--- src/rtl/rca8_registered.sv ---
// 8-bit ripple-carry adder with a registered result stage.
// Sum, carry-out and status flags appear one clock after qualified operands.
module rca8_registered #(
    parameter int WIDTH = 8
) (
    input  logic             clk,
    input  logic             rst,
    input  logic             in_valid,
    input  logic [WIDTH-1:0] A,
    input  logic [WIDTH-1:0] B,
    input  logic             Cin,
    output logic [WIDTH-1:0] Sum,
    output logic             Cout,
    output logic             Overflow,
    output logic             Zero,
    output logic             out_valid
);

    // carry[i] is the carry into bit i; carry[WIDTH] is the carry out of the MSB
    logic [WIDTH:0]   carry;
    logic [WIDTH-1:0] sum_comb;
    logic             ovf_comb;
    logic             zero_comb;

    assign carry[0] = Cin;

    for (genvar i = 0; i < WIDTH; i++) begin : g_fa
        logic p;
        assign p            = A[i] ^ B[i];
        assign sum_comb[i]  = p ^ carry[i];
        assign carry[i + 1] = (A[i] & B[i]) | (carry[i] & p);
    end

    // Signed overflow: carry into the sign bit disagrees with carry out of it
    assign ovf_comb  = carry[WIDTH] ^ carry[WIDTH - 1];
    assign zero_comb = (sum_comb == '0);

    // NOTE: state registers use non-blocking assignments so every output
    // updates from the same pre-edge values regardless of statement order.
    always_ff @(posedge clk or posedge rst) begin
        if (rst) begin
            Sum       <= '0;
            Cout      <= 1'b0;
            Overflow  <= 1'b0;
            Zero      <= 1'b1;
            out_valid <= 1'b0;
        end else begin
            out_valid <= in_valid;
            if (in_valid) begin
                Sum      <= sum_comb;
                Cout     <= carry[WIDTH];
                Overflow <= ovf_comb;
                Zero     <= zero_comb;
            end
        end
    end

endmodule

--- config.mk ---
export PLATFORM = sky130hd
export DESIGN_NAME = rca8_registered
export DESIGN_NICKNAME = d
export VERILOG_FILES = /design/src/rtl/rca8_registered.sv
export SDC_FILE = /design/constraint.sdc
export NUM_CORES = 1
export LEC_CHECK = 0
export CORE_MARGIN = 10
export CORE_UTILIZATION = 35
export CTS_BUF_LIST = sky130_fd_sc_hd__clkbuf_16
export CTS_CLUSTER_DIAMETER = 80
export DETAILED_ROUTE_END_ITERATION = 8
export GPL_ROUTABILITY_DRIVEN = 0
export PLACE_DENSITY = 0.73
export SYNTH_ARGS = -nofsm -noshare
export SYNTH_HDL_FRONTEND = slang
export SYNTH_SLANG_ARGS = --single-unit
--- constraint.sdc ---
create_clock -name clk -period 0.9 [get_ports clk]
set_clock_uncertainty 0.15 [all_clocks]
set_input_delay 0.18 -clock clk [delete_from_list [all_inputs] [get_ports clk]]
set_output_delay 0.18 -clock clk [all_outputs]
set_load 0.02 [all_outputs]
* Word-level counts from Yosys, hierarchy flattened
Index checks and enable logic that the tools add are counted.
Operators by class: bitwise operators 41, reductions and logical operators 1
Operators with widths (number):
- $xor 1x1->1 | 17
- $and 1x1->1 | 16
- $logic_not 8->1 | 1
- $or 1x1->1 | 8
Word-level totals: flip-flop bits (word level) 12, output and inout port bits 12

* Logic depth before layout (Yosys ltp)
word-level depth 18, gate-level depth with buffers 15, mapped depth without buffers 15

* Least setup slack after synthesis
No wires, ideal clock.
kind input port to flip-flop, start point in A[0], end point reg Zero, setup time 80 ps, arrival time 3222 ps, required time 670 ps, path slack -2552 ps, cell stages on the path 15, path buffers 0, cell sequence inv_1 -> fa_1 -> inv_1 -> fa_1 -> fa_1 -> fa_1 -> inv_1 -> fa_1 -> inv_1 -> fa_1 -> fa_1 -> inv_1 -> fa_1 -> nand4b_1 -> o31ai_2
On the way: word-level cells in the longest chain between the ends 17, elaborated cells on any way between the ends 25
Ends and longest elaborated chain:
- from (decl) | line 9 | input logic [WIDTH-1:0] A,
- $xor 1x1->1 | line 29 | assign p = A[i] ^ B[i];
- $and 1x1->1 | line 31 | assign carry[i + 1] = (A[i] & B[i]) | (carry[i] & p);
- $or 1x1->1 | line 31
- $and 1x1->1 | line 31
- $or 1x1->1 | line 31
- $and 1x1->1 | line 31
- $or 1x1->1 | line 31
- $and 1x1->1 | line 31
- $or 1x1->1 | line 31
- $and 1x1->1 | line 31
- $or 1x1->1 | line 31
- $and 1x1->1 | line 31
- $or 1x1->1 | line 31
- $and 1x1->1 | line 31
- $or 1x1->1 | line 31
- $xor 1x1->1 | line 30 | assign sum_comb[i] = p ^ carry[i];
- $logic_not 8->1 * | line 36 | assign zero_comb = (sum_comb == '0);
- to (signal assigned) | line 53 | Zero <= zero_comb;
- to (decl) | line 15 | output logic Zero,
Mark *: on every way between the ends. The rest lies on a longest branch, timed or not. A chain may end at the register's enable or synchronous reset.

* Worst setup path in the final report
Same ends and word-level chain as after synthesis.

==> flow_metrics.py <==
metrics = {
    "setup_path": {
        "timing.rr.start": "Sum[3]",
        "critPathBufInv": 6,
        "slowest_stage": "fa_2",
        "r2r-end": "Sum[3]",
        "timing.critical_path.mode_cell": "fa_2",
        "cp_slowest_stage_delay_ns": 0.44,
        "r2r_setup_slack_ns": -0.18,
        "startpoint_type": "input port",
        "crit_type": "in -> reg",
        "crit_required_ns": 0.91,
        "path_depth": 16,
        "reg2reg_depth": 2,
        "crit_chain": "buf_8 > inv_12 > fa_2 > inv_2 > fa_2 > fa_2 > fa_2 > inv_2 > fa_2 > inv_2 > fa_2 > fa_2 > inv_2 > fa_2 > nand4b_1 > o31ai_2",
        "crit_path_max_fanout": 2,
        "cp_top_family": "adder cells",
        "arrival_ns": 3.29,
        "crit_path_end_kind": "flip-flop",
    },
    "sta": {
        "maxSlewViolCount": 0,
        "rsz0062_at_grt": "yes",
        "finalCritPeriodShare": 3.64,
        "setup_tns_ns": -19.32,
        "setup_viol": 23,
        "tightest_slew_ns": 0.187,
        "fin_ws_ns": -2.38,
        "fmax_mhz": 305,
        "period_needed_ns": 3.28,
        "final_hold_viol_count": 0,
        "max-slew-margin-rel": 0.875,
    },
    "logic_synthesis": {
        "avgSynthCellArea_um2": 12.7,
        "synth_fa_ha_area_frac": 0.238,
        "async_flop_share": 1.00,
        "synthMuxAreaShare": 0.100,
        "synth_most_common_cell": "inv_1",
        "synth_area_leader_cell": "dfrtp_1",
        "synth_area_leaders": "dfrtp_1 (41%), fa_1 (24%), mux2_2 (8.4%), inv_1 (6.7%), dfstp_2 (3.9%)",
        "synth_top_family_by_area": "adder cells",
        "synth_top_area_share": 0.409,
        "synth-seq-cells": 12,
        "netlist_instances": 53,
        "synth_compound_area_frac": 0.0483,
        "synth-simple-area-share": 0.0725,
        "ys_seq_area_frac": 0.448,
        "synth_area_um2": 673,
        "postSynthNetCount": 81,
        "synth_cell_types": 16,
        "synth_edf_count": 0,
        "ys.warnings.count": 0,
        "ys_top_cells_by_count": "inv_1 (12), dfrtp_1 (11), fa_1 (8)",
        "synthXorXnorAreaFrac": 0.0130,
        "ys.flop_type": "dfrtp_1",
    },
    "clocking": {
        "cts_htree_levels": 1,
        "cts_tree": "yes",
        "numClockSinks": 12,
        "path_clk_slew_ns": 0.04,
        "cts_made_buffers": 3,
        "cts_buffer_depth": 2,
        "cts_root_buf": "clkbuf_16",
        "ctsHoldBuffers": 0,
        "clk_latency_ns": 0.24,
    },
    "detailed_routing": {
        "ant_nets": 0,
        "routedWlPerCell_um": 15.3,
        "wirelength_um": 2000,
        "via_count": 576,
        "viasPerCell": 4.40,
        "dr.pass1.iters": 3,
        "drc": 0,
        "drt-initial-drc-count": 8,
    },
    "status": {
        "violations": "setup timing",
        "status": "finished with violations",
    },
    "finish": {
        "multi_input_area_um2": 357,
        "fillers": 111,
        "final_nets": 135,
        "syn2layout_area_growth_pct": 95.7,
        "seq_area_um2": 302,
        "stdcell_area_um2": 1320,
        "antenna_cells": 0,
        "drive_above_1_share": 0.585,
    },
    "grt": {
        "grt_max_degree": 8,
        "grtUsageMet3": 0.0261,
        "grt.overflow.total": 0,
        "grt_pass1_vias": 647,
        "gr-usage-met1": 0.0951,
        "grt-busiest-layer": "met2",
        "antenna_found_initial": 0,
        "grt_pass1_wl_um": 3070,
        "groute.layer.met2.usage": 0.174,
        "track_usage": 0.0982,
    },
    "floorplan": {
        "die_area_um2": 4080,
        "num_rows": 15,
        "die_height_um": 63.9,
        "initial_core_util": 0.378,
        "core_um2": 1780,
        "io_pins": 32,
        "fp.dieW_um": 63.9,
    },
    "placed_design": {
        "port_buffers": 31,
        "hpwl_um": 1550,
        "place_area_um2": 1180,
    },
    "pwr": {
        "leakage_uw": 0.000618,
        "peakVddDrop_mv": 1.24,
        "powerDensity_nw_per_um2": 1910,
        "power.total_uw": 2510,
    },
    "run": {
        "max-cap-violations": 0,
    },
    "hold_path": {
        "hold_class": "in -> async",
    },
}
-- tightest hold or removal path: stages --
cell and delay [ns]:
clkdlybuf4s50_1 0.40, inv_1 0.09, buf_4 0.16
-- metal layers --
layer,share of wire,wire (µm),vias up
li1,-,-,272
met1,0.37,733,278
met2,0.55,1110,22
met3,0.059,117,4
met4,0.022,43,0
met5,0,0,-
-- metrics by stage --
step	hold slack, ns	instances	setup slack (ns)	util
finish	0.111	131	-2.38	0.739
global route	0.154	131	-2.46	0.739
CTS	0.117	131	-2.49	0.739
detailed placement	0.350	124	-3.11	0.660
global placement	0.339	124	-3.04	0.660
floorplan	-0.106	53	-2.35	-
-- layout by cell type (no fill, tap or decap), types with 3 or more instances in the layout --
cell             Yosys  routed
o21ai_1              0       3
clkbuf_16            0       3
inv_2                1       6
clkdlybuf4s50_1      0      13
fa_2                 0       8
buf_4                0      16
buf_6                0      17
mux2_4               0       5
dfrtp_1             11      11
inv_1               12       5
nand2b_1             4       4
dlygate4sd2_1        0       3
-- worst max-delay path by stage --
| stage | from | endpoint | slack (ns) |
|---|---|---|---|
| after floorplan | A[0] | Zero | -2.35 |
| after CTS | A[0] | Zero | -2.49 |
| after global placement | A[0] | Zero | -3.04 |
| after global routing | A[0] | Zero | -2.46 |
| after detailed placement | A[0] | Zero | -3.11 |
| final | A[0] | Zero | -2.38 |
-- cell families (layout without fill, tap and decap cells) --
kind of cell,after synthesis,after routing
flops,12,12
fa+ha+maj,8,8
compound gates,5,5
simple gates,7,7
mux,6,6
xor+xnor,1,1
buf+inv,14,67
-- flip-flops by register name, indices dropped and copies added (netlist names) --
signal,flops
Cout,1
Overflow,1
Sum,8
Zero,1
out_valid,1
-- power breakdown --
group | switching [µW] | leakage (µW) | internal (µW)
clock | 224 | 0.0000385 | 584
combinational | 384 | 0.000439 | 600
sequential | 77.8 | 0.000140 | 641
total | 686 | 0.000618 | 1830
-- layout make-up --
cell class	count	share of cell area
Clock inverter	1	0.00285
Tap cell	25	0.0237
Timing Repair Buffer	50	0.367
Clock buffer	3	0.0570
Sequential cell	12	0.229
Multi-Input combinational cell	27	0.271
Inverter	13	0.0503
-- timing repair --
item	CTS	global route
setup buffers	4	1
setup endpoints to repair	23	23
pin swaps	12	10
hold endpoints to repair	0	0
gates resized for setup	102	1
Power figures use the tool's default switching activity.
